[src/rtl/pipelined_addsub_if.sv]
// Handshake and data bundle for pipelined_addsub.
// master drives operands and out_ready; slave is the adder itself.
interface pipelined_addsub_if #(
    parameter int WIDTH = 32
);
    logic             in_valid;
    logic             in_ready;
    logic [WIDTH-1:0] a;
    logic [WIDTH-1:0] b;
    logic             cin;
    logic             op;
    logic             out_valid;
    logic             out_ready;
    logic [WIDTH-1:0] sum;
    logic             cout;
    logic             ovf;
    logic             zero;

    modport master (
        output in_valid, a, b, cin, op, out_ready,
        input  in_ready, out_valid, sum, cout, ovf, zero
    );

    modport slave (
        input  in_valid, a, b, cin, op, out_ready,
        output in_ready, out_valid, sum, cout, ovf, zero
    );
endinterface

[src/rtl/pipelined_addsub.sv]
// Segmented-carry add/subtract, one WIDTH/SEGS slice per pipeline stage.
// Ports: clk, rst (async, active high), io (slave): in_valid/in_ready,
// a, b, cin, op (0 add, 1 sub) in; out_valid/out_ready, sum, cout, ovf,
// zero out. All stages advance together when out is empty or consumed.
module pipelined_addsub #(
    parameter int WIDTH = 32,
    parameter int SEGS  = 4
) (
    input logic               clk,
    input logic               rst,
    pipelined_addsub_if.slave io
);
    localparam int W = WIDTH / SEGS;

    // Per-stage state: operands (b already conditioned for subtract),
    // partial sum, carry out of the finished segment.
    logic [SEGS-1:0]  vld_q, vld_d;
    logic [WIDTH-1:0] a_q  [SEGS];
    logic [WIDTH-1:0] a_d  [SEGS];
    logic [WIDTH-1:0] bx_q [SEGS];
    logic [WIDTH-1:0] bx_d [SEGS];
    logic [WIDTH-1:0] s_q  [SEGS];
    logic [WIDTH-1:0] s_d  [SEGS];
    logic [SEGS-1:0]  cy_q, cy_d;
    logic             ovf_q, ovf_d;
    logic             adv;

    assign adv = !vld_q[SEGS-1] || io.out_ready;

    always_comb begin : next_state
        logic [WIDTH-1:0] sa;
        logic [WIDTH-1:0] sb;
        logic [WIDTH-1:0] ss;
        logic             sc;
        logic             p;
        logic             g;
        logic             cmsb;
        vld_d = vld_q;
        a_d   = a_q;
        bx_d  = bx_q;
        s_d   = s_q;
        cy_d  = cy_q;
        ovf_d = ovf_q;
        sa    = '0;
        sb    = '0;
        ss    = '0;
        sc    = 1'b0;
        p     = 1'b0;
        g     = 1'b0;
        cmsb  = 1'b0;
        if (adv) begin
            for (int k = 0; k < SEGS; k++) begin
                if (k == 0) begin
                    // Subtract is a + ~b + !cin; capture op/cin here.
                    vld_d[0] = io.in_valid;
                    sa = io.a;
                    sb = io.op ? ~io.b : io.b;
                    sc = io.op ? !io.cin : io.cin;
                    ss = '0;
                end else begin
                    vld_d[k] = vld_q[k-1];
                    sa = a_q[k-1];
                    sb = bx_q[k-1];
                    sc = cy_q[k-1];
                    ss = s_q[k-1];
                end
                for (int i = 0; i < W; i++) begin
                    p    = sa[k*W+i] ^ sb[k*W+i];
                    g    = sa[k*W+i] & sb[k*W+i];
                    cmsb = sc;
                    ss[k*W+i] = p ^ sc;
                    sc   = g | (p & sc);
                end
                a_d[k]  = sa;
                bx_d[k] = sb;
                s_d[k]  = ss;
                cy_d[k] = sc;
            end
            // Last bit processed is the MSB, so cmsb is its carry-in.
            ovf_d = cmsb ^ sc;
        end
    end

    always_ff @(posedge clk or posedge rst) begin
        if (rst) begin
            vld_q <= '0;
            cy_q  <= '0;
            ovf_q <= 1'b0;
            for (int k = 0; k < SEGS; k++) begin
                a_q[k]  <= '0;
                bx_q[k] <= '0;
                s_q[k]  <= '0;
            end
        end else begin
            vld_q <= vld_d;
            a_q   <= a_d;
            bx_q  <= bx_d;
            s_q   <= s_d;
            cy_q  <= cy_d;
            ovf_q <= ovf_d;
        end
    end

    assign io.in_ready  = adv;
    assign io.out_valid = vld_q[SEGS-1];
    assign io.sum       = s_q[SEGS-1];
    assign io.cout      = cy_q[SEGS-1];
    assign io.ovf       = ovf_q;
    // Gated by valid so a cleared sum never reads as zero.
    assign io.zero      = vld_q[SEGS-1] && (s_q[SEGS-1] == '0);
endmodule

[src/flat_wrapper.sv]
// flat-port wrapper written by rule: the top's interface ports become plain ports
module pipelined_addsub_flat 
#(
    parameter int WIDTH = 32,
    parameter int SEGS  = 4
)
  (clk, rst, io_in_valid, io_a, io_b, io_cin, io_op, io_out_ready, io_in_ready, io_out_valid, io_sum, io_cout, io_ovf, io_zero);
  pipelined_addsub_if #(.WIDTH(WIDTH)) io_i ();
  input logic clk;
  input logic rst;
  input wire logic [$bits(io_i.in_valid)-1:0] io_in_valid;
  input wire logic [$bits(io_i.a)-1:0] io_a;
  input wire logic [$bits(io_i.b)-1:0] io_b;
  input wire logic [$bits(io_i.cin)-1:0] io_cin;
  input wire logic [$bits(io_i.op)-1:0] io_op;
  input wire logic [$bits(io_i.out_ready)-1:0] io_out_ready;
  output wire logic [$bits(io_i.in_ready)-1:0] io_in_ready;
  output wire logic [$bits(io_i.out_valid)-1:0] io_out_valid;
  output wire logic [$bits(io_i.sum)-1:0] io_sum;
  output wire logic [$bits(io_i.cout)-1:0] io_cout;
  output wire logic [$bits(io_i.ovf)-1:0] io_ovf;
  output wire logic [$bits(io_i.zero)-1:0] io_zero;
  assign io_i.in_valid = io_in_valid;
  assign io_i.a = io_a;
  assign io_i.b = io_b;
  assign io_i.cin = io_cin;
  assign io_i.op = io_op;
  assign io_i.out_ready = io_out_ready;
  assign io_in_ready = io_i.in_ready;
  assign io_out_valid = io_i.out_valid;
  assign io_sum = io_i.sum;
  assign io_cout = io_i.cout;
  assign io_ovf = io_i.ovf;
  assign io_zero = io_i.zero;
  pipelined_addsub #(.WIDTH(WIDTH), .SEGS(SEGS)) u_core (.clk(clk), .rst(rst), .io(io_i));
endmodule
[config.mk]
export PLATFORM = sky130hd
export DESIGN_NAME = pipelined_addsub_flat
export DESIGN_NICKNAME = d
export VERILOG_FILES = /design/src/rtl/pipelined_addsub_if.sv /design/src/rtl/pipelined_addsub.sv /design/src/flat_wrapper.sv
export SDC_FILE = /design/constraint.sdc
export NUM_CORES = 1
export LEC_CHECK = 0
export CORE_ASPECT_RATIO = 1.25
export CORE_MARGIN = 2
export CORE_UTILIZATION = 50
export DETAILED_ROUTE_END_ITERATION = 10
export PLACE_DENSITY = 0.73
export RECOVER_POWER = 50
export SYNTH_ARGS = -nofsm -noshare
export SYNTH_HDL_FRONTEND = slang
export SYNTH_SLANG_ARGS = --single-unit
[constraint.sdc]
create_clock -name clk -period 6.95 [get_ports clk]
set_input_delay 0.695 -clock clk [delete_from_list [all_inputs] [get_ports clk]]
set_output_delay 0.695 -clock clk [all_outputs]
set_load 0.02 [all_outputs]
==> qor.yml <==
status:
  outcome: "finished, violations left"
  failed_checks: "max-capacitance violations, max-slew violations"
final_layout:
  drive_above_1_share: 0.203
  final_common_cell: "dfrtp_1"
  postLayoutCellArea_um2: 9870
  final_cell_mix: "dfrtp_1 (185), mux2_4 (69), clkdlybuf4s50_1 (68), nor2_1 (40), a21oi_1 (39)"
  num-fill-cells: 1348
  fin_nets: 763
  diodes: 0
  area_growth_pct: 15.2
critical_path:
  crit_arrival_ns: 4.80
  r2r-start: "u_core.cy_q[2]"
  path_class: "in -> reg"
  reg2regPathDepth: 13
  rrSetupSlack_ns: 2.67
  required_ns: 7.25
  start_kind: "input pin"
  r2r_end: "u_core.io.ovf"
  crit_fanout: 46
  end_kind: "register"
clocking:
  cts.repair.resized: 0
  clk_pin_slew_ns: 0.06
  htree_num_levels: 4
  worstSkewPairLatency_ns: 0.43
  cts_tree: "done"
  cts_hold_buf: 0
  numCtsBuffers: 17
  cts_sinks: 185
  cts_setup_buffers: 0
  clockBufferDepth: 2
  clock-root-buffer: "clkbuf_16"
timing:
  tightestPinTransition_ns: 4.39
  skew_ns: 0.00937
  final.setup.tns_ns: 0
  timing.fmax_mhz: 222
  relSlewSlack: -1.94
  hold_violations: 0
  fin_crit_sh: 0.648
  finalCriticalPeriod_ns: 4.50
  slew_violations: 264
  rsz0062_at_grt: "false"
  setup_viol: 0
grt:
  grt_pass1_vias: 4681
  grt_max_degree: 106
  overflow: 0
  grt_pass1_wl_mm: 24.1
  antenna_found_initial: 0
  grt_usage: 0.172
die:
  die_w_um: 121
  fp.dieH_um: 150
  io_pins: 107
  start_util: 0.511
  die-area_um2: 18200
  core_area_um2: 16800
  rows: 53
yosys:
  avgSynthCellArea_um2: 14.5
  synth_seq_area_share: 0.540
  ys_ff_latch: 185
  synth.cell_area_um2: 8570
  ys_warn_count: 0
  yosysUniqueCellTypes: 23
  syn_nets: 695
  synth_cells: 593
place:
  port-buffer-count: 106
  gp_congestion: 0.772
  placed_area_um2: 9470
  dp_hpwl_mm: 10.0
detailed_routing:
  met2WireLength_mm: 6.94
  wl_met3_um: 541
  highest_layer: "met4"
  drt-met1-wl_mm: 6.63
  post-route-drc-count: 0
  via_per_inst: 4.87
  antenna_left: 0
  avgRoutedWirePerCell_um: 16.0
  wirelength_mm: 14.3
  vias: 4352
  dr.pass1.iters: 4
  drtIter0Drc: 213
power_and_ir_drop:
  p_comb_frac: 0.384
  p_int_mw: 3.06
  netSwitchingFraction: 0.320
  clkPwrFrac: 0.196
  seqPwrFrac: 0.420
  peakVddDrop_mv: 0.213
  power_density_nw_per_um2: 456
  switching_power_mw: 1.44
  p_leak_nw: 4.33
min_path:
  worstHoldEndpoint: "u_core.vld_q[3]"
  min_path_cells: 1
  hp-class: "reg -> reg"
  hold_start: "u_core.vld_q[2]"
job:
  maxCapViolCount: 4
==> Yosys cell counts <==
cell      number  area, µm²
dfrtp_1      185       4630
mux2_4       100       1500
nor2_1        40        150
a21oi_1       39        195
buf_4         33        248
fa_1          32        641
mux2_2        32        360
inv_1         30        113
xnor2_1       30        263
buf_6         14        158
nand2_1       13       48.8
o21ai_0       13       65.1
buf_2         11       55.1
nor4_1         6       37.5
xor2_1         4       35.0
clkbuf_1       2       7.51
clkbuf_4       2       15.0
nand4_1        2       12.5
nand2b_1       1       6.26
nand2b_4       1       13.8
nor3_1         1       5.00
nor4b_1        1       8.76
or3_1          1       6.26
==> flip-flops by register name (all words and copies together), names as in the netlist <==
| signal | flops |
|---|---|
| u_core.io.ovf | 1 |
| u_core.bx_q | 48 |
| u_core.io.sum | 32 |
| u_core.cy_q | 4 |
| u_core.vld_q | 4 |
| u_core.a_q | 48 |
| u_core.s_q | 48 |
==> cells by family after synthesis <==
family / after synthesis / share of synthesized area
simple gates: 66 / 0.0337
compound gates: 52 / 0.0304
xor+xnor: 34 / 0.0347
fa+ha+maj: 32 / 0.0747
mux: 132 / 0.217
flops: 185 / 0.540
buf+inv: 92 / 0.0695
==> critical path, stage by stage <==
cell           delay (ns)
dlygate4sd3_1        0.52
nand2b_1             1.35
clkbuf_1             1.75
mux2_2               0.46
==> cell type report <==
| class | count | area, µm² | area share |
|---|---|---|---|
| Tap cell | 220 | 275 | 0.0279 |
| Inverter | 30 | 114 | 0.0115 |
| Sequential cell | 185 | 4630 | 0.469 |
| Timing Repair Buffer | 111 | 1090 | 0.110 |
| Clock inverter | 10 | 68.8 | 0.00697 |
| Clock buffer | 22 | 474 | 0.0480 |
| Multi-Input combinational cell | 316 | 3230 | 0.327 |
==> power by group through the flow <==
stage / sequential (mW) / clock, mW / combinational [mW]
final: 1.89 / 0.883 / 1.73
after global routing: 1.96 / 0.950 / 1.91
after CTS: 1.91 / 0.904 / 1.89
after detailed placement: 1.93 / 0 / 1.88
after global placement: 1.90 / 0 / 1.82
after floorplan: 1.81 / 0 / 1.57
==> per-layer routing <==
| metal | GRT usage | vias to the layer above |
|---|---|---|
| met4 | 0.0580 | 0 |
| met2 | 0.264 | 82 |
| met5 | 0 | - |
| li1 | - | 2072 |
| met3 | 0.0424 | 14 |
| met1 | 0.241 | 2184 |
==> stage by stage <==
stage	cells	util	hold slack, ns	total power [mW]	setup WS [ns]
CTS	894	0.597	0.490	4.70	2.49
floorplan	593	-	0.435	3.39	1.23
detailed placement	862	0.564	0.471	3.80	2.04
global route	894	0.589	0.501	4.82	1.66
global placement	862	0.564	0.461	3.71	2.15
finish	894	0.589	0.477	4.50	2.45
==> worst max-delay path by stage <==
stage,slack [ns],from,depth (start not counted),end
after floorplan,1.23,rst,1,u_core.a_q[104]
after global placement,2.15,io_b[0],12,u_core.s_q[103]
after detailed placement,2.04,io_b[0],12,u_core.s_q[103]
after CTS,2.49,io_b[0],12,u_core.s_q[103]
after global routing,1.66,rst,3,u_core.bx_q[82]
final,2.45,io_out_ready,4,u_core.bx_q[61]
Note: power is estimated with default switching activity, not from simulation.
